===== src/rtl/decode_pkg.sv =====
// rtl/decode_pkg.sv - RV32I opcode, ALU, immediate-select and control encodings plus the control decoder
// Optional feature macro: DECODE_MEXT_EN (R-type funct7=0x01 funct3=000 decodes as MUL).
package decode_pkg;

  localparam logic [6:0] OP_R      = 7'b0110011;
  localparam logic [6:0] OP_IMM    = 7'b0010011;
  localparam logic [6:0] OP_LOAD   = 7'b0000011;
  localparam logic [6:0] OP_STORE  = 7'b0100011;
  localparam logic [6:0] OP_BRANCH = 7'b1100011;
  localparam logic [6:0] OP_JAL    = 7'b1101111;
  localparam logic [6:0] OP_JALR   = 7'b1100111;
  localparam logic [6:0] OP_LUI    = 7'b0110111;
  localparam logic [6:0] OP_AUIPC  = 7'b0010111;

  localparam logic [3:0] ALU_AND    = 4'b0000;
  localparam logic [3:0] ALU_OR     = 4'b0001;
  localparam logic [3:0] ALU_ADD    = 4'b0010;
  localparam logic [3:0] ALU_SLL    = 4'b0011;
  localparam logic [3:0] ALU_SUB    = 4'b0100;
  localparam logic [3:0] ALU_SRL    = 4'b0101;
  localparam logic [3:0] ALU_MUL    = 4'b0110;
  localparam logic [3:0] ALU_XOR    = 4'b0111;
  localparam logic [3:0] ALU_SLT    = 4'b1000;
  localparam logic [3:0] ALU_SRA    = 4'b1001;
  localparam logic [3:0] ALU_SLTU   = 4'b1010;
  localparam logic [3:0] ALU_PASS_B = 4'b1011;

  localparam logic       SRC_A_RS1 = 1'b0;
  localparam logic       SRC_A_PC  = 1'b1;
  localparam logic [1:0] SRC_B_RS2 = 2'b00;
  localparam logic [1:0] SRC_B_IMM = 2'b01;
  localparam logic [1:0] RES_ALU   = 2'b00;
  localparam logic [1:0] RES_MEM   = 2'b01;
  localparam logic [1:0] RES_PC4   = 2'b10;

  typedef enum logic [2:0] {IMM_NONE, IMM_I, IMM_S, IMM_B, IMM_J, IMM_U} imm_sel_t;

  typedef struct packed {
    logic [3:0] alu;
    logic       src_a;
    logic [1:0] src_b;
    logic [1:0] result_src;
    logic       mem_write;
    logic       reg_write;
    logic       branch;
    logic       jump;
    logic       illegal;
    logic       rs2_zero;
    imm_sel_t   imm_sel;
  } ctrl_t;

  // Shared by R-type (funct7=0x00) and OP-IMM
  function automatic logic [3:0] alu_from_f3(input logic [2:0] f3);
    case (f3)
      3'b000:  return ALU_ADD;
      3'b001:  return ALU_SLL;
      3'b010:  return ALU_SLT;
      3'b011:  return ALU_SLTU;
      3'b100:  return ALU_XOR;
      3'b101:  return ALU_SRL;
      3'b110:  return ALU_OR;
      default: return ALU_AND;
    endcase
  endfunction

  function automatic ctrl_t decode_ctrl(input logic [6:0] opcode, input logic [2:0] f3,
                                        input logic [6:0] f7);
    ctrl_t c;
    logic  bad;
    c   = '0;
    bad = 1'b0;
    case (opcode)
      OP_R: begin
        c.reg_write = 1'b1;
        if (f7 == 7'h00) c.alu = alu_from_f3(f3);
        else if (f7 == 7'h20 && f3 == 3'b000) c.alu = ALU_SUB;
        else if (f7 == 7'h20 && f3 == 3'b101) c.alu = ALU_SRA;
`ifdef DECODE_MEXT_EN
        else if (f7 == 7'h01 && f3 == 3'b000) c.alu = ALU_MUL;
`endif
        else bad = 1'b1;
      end
      OP_IMM: begin
        c.reg_write = 1'b1;
        c.src_b     = SRC_B_IMM;
        c.imm_sel   = IMM_I;
        c.rs2_zero  = 1'b1;
        c.alu       = alu_from_f3(f3);
        if (f3 == 3'b001 && f7 != 7'h00) bad = 1'b1;
        if (f3 == 3'b101) begin
          if (f7 == 7'h20) c.alu = ALU_SRA;
          else if (f7 != 7'h00) bad = 1'b1;
        end
      end
      OP_LOAD: begin
        bad = (f3 != 3'b010);
        c.alu = ALU_ADD; c.src_b = SRC_B_IMM; c.result_src = RES_MEM;
        c.reg_write = 1'b1; c.imm_sel = IMM_I; c.rs2_zero = 1'b1;
      end
      OP_STORE: begin
        bad = (f3 != 3'b010);
        c.alu = ALU_ADD; c.src_b = SRC_B_IMM; c.mem_write = 1'b1; c.imm_sel = IMM_S;
      end
      OP_BRANCH: begin
        bad = (f3 == 3'b010 || f3 == 3'b011);
        c.alu = ALU_SUB; c.branch = 1'b1; c.imm_sel = IMM_B;
      end
      OP_JAL: begin
        c.alu = ALU_ADD; c.src_a = SRC_A_PC; c.src_b = SRC_B_IMM; c.result_src = RES_PC4;
        c.reg_write = 1'b1; c.jump = 1'b1; c.imm_sel = IMM_J; c.rs2_zero = 1'b1;
      end
      OP_JALR: begin
        bad = (f3 != 3'b000);
        c.alu = ALU_ADD; c.src_b = SRC_B_IMM; c.result_src = RES_PC4;
        c.reg_write = 1'b1; c.jump = 1'b1; c.imm_sel = IMM_I; c.rs2_zero = 1'b1;
      end
      OP_LUI: begin
        c.alu = ALU_PASS_B; c.src_b = SRC_B_IMM; c.reg_write = 1'b1;
        c.imm_sel = IMM_U; c.rs2_zero = 1'b1;
      end
      OP_AUIPC: begin
        c.alu = ALU_ADD; c.src_a = SRC_A_PC; c.src_b = SRC_B_IMM; c.reg_write = 1'b1;
        c.imm_sel = IMM_U; c.rs2_zero = 1'b1;
      end
      default: bad = 1'b1;
    endcase
    if (bad) begin
      c         = '0;
      c.illegal = 1'b1;
    end
    return c;
  endfunction

endpackage


===== src/rtl/imm_gen.sv =====
// rtl/imm_gen.sv - RV32I immediate extraction, sign-extended to XLEN
module imm_gen
  import decode_pkg::*;
#(
  parameter int XLEN = 32
) (
  input  logic [31:7]     instr,
  input  imm_sel_t        imm_sel,
  output logic [XLEN-1:0] imm
);

  logic [31:0] imm32;

  always_comb begin
    case (imm_sel)
      IMM_I:   imm32 = {{20{instr[31]}}, instr[31:20]};
      IMM_S:   imm32 = {{20{instr[31]}}, instr[31:25], instr[11:7]};
      IMM_B:   imm32 = {{19{instr[31]}}, instr[31], instr[7], instr[30:25], instr[11:8], 1'b0};
      IMM_J:   imm32 = {{11{instr[31]}}, instr[31], instr[19:12], instr[20], instr[30:21], 1'b0};
      IMM_U:   imm32 = {instr[31:12], 12'b0};
      default: imm32 = '0;
    endcase
    imm       = {XLEN{imm32[31]}};
    imm[31:0] = imm32;
  end

endmodule


===== src/rtl/instr_decode_queue.sv =====
// rtl/instr_decode_queue.sv - fetch-to-execute instruction queue with RV32I head decode
// Optional feature macro: DECODE_MEXT_EN (enables MUL decode in decode_pkg).
module instr_decode_queue
  import decode_pkg::*;
#(
  parameter int XLEN  = 32,
  parameter int DEPTH = 4
) (
  input  logic                     clk,
  input  logic                     rst,
  input  logic                     flush,
  input  logic                     in_valid,
  output logic                     in_ready,
  input  logic [XLEN-1:0]          in_pc,
  input  logic [31:0]              in_instr,
  output logic                     out_valid,
  input  logic                     out_ready,
  output logic [XLEN-1:0]          out_pc,
  output logic [4:0]               out_rs1,
  output logic [4:0]               out_rs2,
  output logic [4:0]               out_rd,
  output logic [XLEN-1:0]          out_imm,
  output logic [3:0]               out_alu_ctrl,
  output logic                     out_alu_src_a,
  output logic [1:0]               out_alu_src_b,
  output logic [1:0]               out_result_src,
  output logic                     out_mem_write,
  output logic                     out_reg_write,
  output logic                     out_branch,
  output logic                     out_jump,
  output logic [2:0]               out_br_funct3,
  output logic                     out_illegal,
  output logic [$clog2(DEPTH):0]   occupancy
);

  localparam int AW = $clog2(DEPTH);
  localparam logic [AW:0] FULL_COUNT = (AW + 1)'(DEPTH);

  logic [XLEN-1:0] pc_mem    [DEPTH];
  logic [31:0]     instr_mem [DEPTH];
  logic [AW-1:0]   wptr, rptr;
  logic [AW:0]     count;
  logic            push, pop;

  assign in_ready  = (count != FULL_COUNT) && !flush;
  assign out_valid = (count != '0);
  assign occupancy = count;
  assign push      = in_valid && in_ready;
  assign pop       = out_valid && out_ready && !flush;

  always_ff @(posedge clk or posedge rst) begin
    if (rst) begin
      wptr  <= '0;
      rptr  <= '0;
      count <= '0;
    end else if (flush) begin
      wptr  <= '0;
      rptr  <= '0;
      count <= '0;
    end else begin
      if (push) wptr <= wptr + 1'b1;
      if (pop)  rptr <= rptr + 1'b1;
      case ({push, pop})
        2'b10:   count <= count + 1'b1;
        2'b01:   count <= count - 1'b1;
        default: count <= count;
      endcase
    end
  end

  // Entry storage is deliberately left out of reset; out_valid qualifies it.
  always_ff @(posedge clk) begin
    if (push) begin
      pc_mem[wptr]    <= in_pc;
      instr_mem[wptr] <= in_instr;
    end
  end

  logic [31:0]     head;
  ctrl_t           ctrl;
  logic [XLEN-1:0] imm;

  assign head = instr_mem[rptr];
  assign ctrl = decode_ctrl(head[6:0], head[14:12], head[31:25]);

  imm_gen #(.XLEN(XLEN)) u_imm_gen (
    .instr   (head[31:7]),
    .imm_sel (ctrl.imm_sel),
    .imm     (imm)
  );

  always_comb begin
    out_pc         = '0;
    out_rs1        = '0;
    out_rs2        = '0;
    out_rd         = '0;
    out_imm        = '0;
    out_alu_ctrl   = '0;
    out_alu_src_a  = 1'b0;
    out_alu_src_b  = '0;
    out_result_src = '0;
    out_mem_write  = 1'b0;
    out_reg_write  = 1'b0;
    out_branch     = 1'b0;
    out_jump       = 1'b0;
    out_br_funct3  = '0;
    out_illegal    = 1'b0;
    if (out_valid) begin
      out_pc         = pc_mem[rptr];
      out_rs1        = head[19:15];
      out_rs2        = ctrl.rs2_zero ? 5'd0 : head[24:20];
      out_rd         = head[11:7];
      out_imm        = imm;
      out_alu_ctrl   = ctrl.alu;
      out_alu_src_a  = ctrl.src_a;
      out_alu_src_b  = ctrl.src_b;
      out_result_src = ctrl.result_src;
      out_mem_write  = ctrl.mem_write;
      out_reg_write  = ctrl.reg_write;
      out_branch     = ctrl.branch;
      out_jump       = ctrl.jump;
      out_br_funct3  = ctrl.branch ? head[14:12] : 3'b000;
      out_illegal    = ctrl.illegal;
    end
  end

endmodule


===== config.mk =====
export PLATFORM = sky130hd
export DESIGN_NAME = instr_decode_queue
export DESIGN_NICKNAME = d
export VERILOG_FILES = /design/src/rtl/decode_pkg.sv /design/src/rtl/imm_gen.sv /design/src/rtl/instr_decode_queue.sv
export SDC_FILE = /design/constraint.sdc
export NUM_CORES = 1
export LEC_CHECK = 0
export BUFFER_PORTS_ARGS = -buffer_cell sky130_fd_sc_hd__buf_4
export CORE_MARGIN = 2
export CORE_UTILIZATION = 40
export CTS_CLUSTER_DIAMETER = 40
export CTS_CLUSTER_SIZE = 12
export DETAILED_ROUTE_END_ITERATION = 16
export GPL_TIMING_DRIVEN = 0
export HOLD_SLACK_MARGIN = 0.1
export PLACE_DENSITY = 0.61
export SLEW_MARGIN = 20
export SYNTH_ARGS = -nofsm -noshare
export SYNTH_HDL_FRONTEND = slang
export SYNTH_SLANG_ARGS = --single-unit

===== constraint.sdc =====
create_clock -name clk -period 7.2 [get_ports clk]
set_input_delay 1.44 -clock clk [delete_from_list [all_inputs] [get_ports clk]]
set_output_delay 1.44 -clock clk [all_outputs]
set_load 0.01 [all_outputs]

==> summary.md <==
| Metric | Value |
|---|---|
| Status | finished, final reports clean |
| Setup_tns | 0 ns |
| Worst setup path endpoint | out_imm[0] |
| Pwr Total | around 5400 uW |
| GRT overflow | 0 |
| R2R setup slack | ~4.5 ns |
| RSZ-0062 raised after global routing | false |
| Clk_skew | 0.01646 ns |
| CP endpoint kind | output pin |
| Sw Share | 32.23% |
| Vias in the first global route | 6,753 |
| Hpwl dp | 17,410 microns |
| Switching Power | 1740 uW |
| Synth cell types | 63 |
| Yosys Warn Count | 0 |
| CTS sink count | between 200 and 300 |
| Asr flop ratio synth | 2.662% |
| DRT Pass-1 Iters | 4 |
| Residual DRC count | 0 |
| Fmax | ~190 MHz |
| Worst Path Required | around 5.8 ns |
| CP max stage delay | around 0.54 ns |
| Hold Fails Final Rpt | 0 |
| Die area | 29,610 sq um |
| FP Rows | 61 |
| Internal power | 3659 uW |
| Largest net degree at the start of global routing | between 40 and 50 |
| CTS resizes | 0 |
| Worst skew pair latency | 0.51 ns |
| Share of cells above drive strength 1 | between 40% and 50% |
| Number of enable flip-flop cells after synthesis | 256 |
| WP data arrival | roughly 3.8 ns |
| VDD IR max | between 0.2 and 0.3 mV |
| Primary FF master, synth | edfxtp_1 |
| Critical path startpoint | rptr[0] |
| Clk pwr share | 33.7% |
| Cell breakdown of the critical path | buf_6 > buf_6 > mux4_2 > nand4b_1 > nor3_2 > or2_1 > clkbuf_2 > a31oi_4 > nor4_1 > buf_4 |
| First-pass GRT wire length | 39,190 microns |
| Sequential element share of the synthesized area | 69.57% |
| Initial core utilization | 40.68% |
| Worst reg2reg endpoint | rptr[1] |
| Mapped Area | 11,300 sq um |
| Yosys reg bits | 263 |
| Ports | 170 |
| Vias per cell | 5.186 |
| Mapped Cells | 625 |
| DR vias | 6,482 |
| Final setup fails | 0 |
| Final net count | approximately 910 |
| Post-Syn Nets | 699 |
| Clock root cell | clkbuf_16 |
| Combinational power share | between 30 and 40% |
| HP Start | wptr[0] |
| Leak pwr | just under 0.005 uW |
| CTS Buf Count | 40 |
| # Post-CTS Setup Buffers | 0 |
| Reg2reg start | rptr[0] |
| Top-area cell type share of the netlist area | 68.02% |
| Number of port buffers | 167 |
| Worst-margin pin slew | 0.8512 ns |
| Fin crit period | 5.250 ns |
| Crit-path most repeated cell | buf_6 |
| Die Height | 172.1 microns |
| Worst-path maximum fanout | 10 |
| CTS H-tree lvls | 2 |
| Hold buffers post-CTS | 0 |
| GPL Wtd Cong | a little under 0.9 |
| Number of max-cap violations | 0 |
| Max Slew Vio Count | 0 |
| Routed Antenna Nets | 0 |
| DIE WIDTH | 172.1 microns |
| Area leader, netlist | edfxtp_1 |
| Worst slew margin | 43.25% |
| Initial antenna violation count | 2 |
| Sequential share of power | between 30% and 40% |
| Power Density | approximately 370 nW/um^2 |
| Startpoint Class | register |
| Clock Pin Slew Worst Setup and Hold Paths | 0.05 ns |
| WL final | 26,130 microns |
| Max clock buf depth | 3 |
| Syn_area_per_cell | 18.08 sq um |
| Fin crit share | between 70 and 80% |
| CP max stage cell | mux4_2 |
| Total track usage | 17.92% |
| Routed WL per cell | 20.90 microns |
| Hold WC Path Type | register to register |
| Synth top area cells | edfxtp_1 68%, mux4_2 13%, and2_1 2.8% |
| CTS tree | built |
| Core Area | 27,780 sq um |
| Reg2reg path depth | 9 |
| Initial DRC Count | 506 |
| Crit Path Class | register to output pin |
| Area growth syn-to-layout | 27.65% |
area by class of cell:
type | instances | area (sq um)
fillers | 2354 | 13360
flip-flops and latches | 263 | 7863
multi-input cells | 310 | 3183
repair buffers | 171 | 1349
clock buffers | 45 | 1041
well taps | 378 | 473.0
clock inverters | 29 | 246.5
plain buffers | 40 | 220.2
inverters | 12 | 45.04
diodes | 2 | 5.005
cells in the mapped netlist (4+ instances only):
cell type / n
edfxtp_1: 256
mux4_2: 64
and2_1: 51
nand2_1: 40
nor2_1: 22
a211oi_2: 19
clkbuf_1: 17
buf_2: 13
inv_1: 12
nor3_1: 11
a21oi_1: 10
dfrtp_1: 7
a211oi_1: 5
nor2b_1: 5
nor3_2: 5
nor4_1: 5
a32oi_1: 4
buf_6: 4
ha_1: 4
mux2i_1: 4
power by group through the flow:
stage | Combinational, uW | Sequential [uW] | Clock (uW)
2_1_floorplan | 1050 | 1870 | 0
3_3_place_gp | 1750 | 1880 | 0
3_5_place_dp | 1770 | 1870 | 0
4_1_cts | 1770 | 1840 | 1860
5_1_grt | 1900 | 1850 | 1920
6_report | 1740 | 1840 | 1820
stage by stage:
stage / util, % / hold WS (ns) / setup WS (ns) / cell area, sq um / cells
detailed placement: 47.27 / 0.6102 / 2.509 / 13130 / 1174
CTS: 51.91 / 0.6224 / 1.926 / 14420 / 1248
global route: 51.91 / 0.6526 / 1.753 / 14420 / 1248
global placement: 46.89 / 0.5925 / 1.401 / 13030 / 1170
floorplan: - / 0.5546 / 3.008 / 11300 / 625
finish: 51.92 / 0.6155 / 1.950 / 14430 / 1250
critical path: cells and delay by family (launching register included):
kind,cells,cell delay [ns]
AND/OR/NAND/NOR,4,1.51
buffers and inverters,4,0.78
multiplexers,1,0.54
flip-flops,1,0.34
AO/OA/AOI/OAI,1,0.12
flip-flops by register name (all words and copies together), names as in the netlist:
signal and flops:
pc_mem 128, rptr 2, instr_mem 128, occupancy 3, wptr 2
per-layer routing:
metal / vias up / global-route usage, % / share of wire, %
li1: 2953 / - / -
met1: 3282 / 23.78 / 43
met2: 195 / 28.97 / 48
met3: 52 / 4.097 / 5.8
met4: 0 / 6.796 / 2.9
met5: - / 0 / 0
worst min path at each step:
stage / slack, ns / cells past startpoint / end
after floorplan: 0.55 / 1 / wptr[0]
after global placement: 0.59 / 1 / wptr[0]
after detailed placement: 0.61 / 1 / wptr[0]
after CTS: 0.62 / 1 / wptr[0]
after global routing: 0.65 / 1 / wptr[0]
final: 0.62 / 1 / wptr[0]
placed cells by master (no fill, tap or decap), types with 4 or more instances in the layout:
cell and n:
buf_2 13, nor4_1 5, and2_4 4, a32oi_1 4, and2_1 47, nand2_1 40
nor2b_1 5, edfxtp_1 256, dfrtp_1 7, a211oi_2 19, inv_1 12, inv_6 10
mux4_2 64, clkinv_2 4, a211oi_1 5, buf_4 170, a21oi_1 10, ha_1 4
nor3_2 5, mux2i_1 4, clkbuf_1 21, nor3_1 11, clkinvlp_4 5, nor2_1 22
buf_6 4, clkbuf_16 41
kinds of logic (layout without fill, tap and decap cells):
| family | after synthesis | in the layout | share of synthesized area (%) |
|---|---|---|---|
| muxes | 70 | 70 | 13.31 |
| buffers and inverters | 52 | 297 | 2.347 |
| other | 1 | 3 | 0.03318 |
| AOI/OAI and AO/OA | 63 | 63 | 5.348 |
| xor gates and xnor gates | 6 | 6 | 0.4651 |
| adders and majority gates | 5 | 5 | 0.6200 |
| and+or+nand+nor | 165 | 165 | 8.304 |
| DFF | 263 | 263 | 69.57 |
Note: power is estimated with default switching activity, not from simulation.
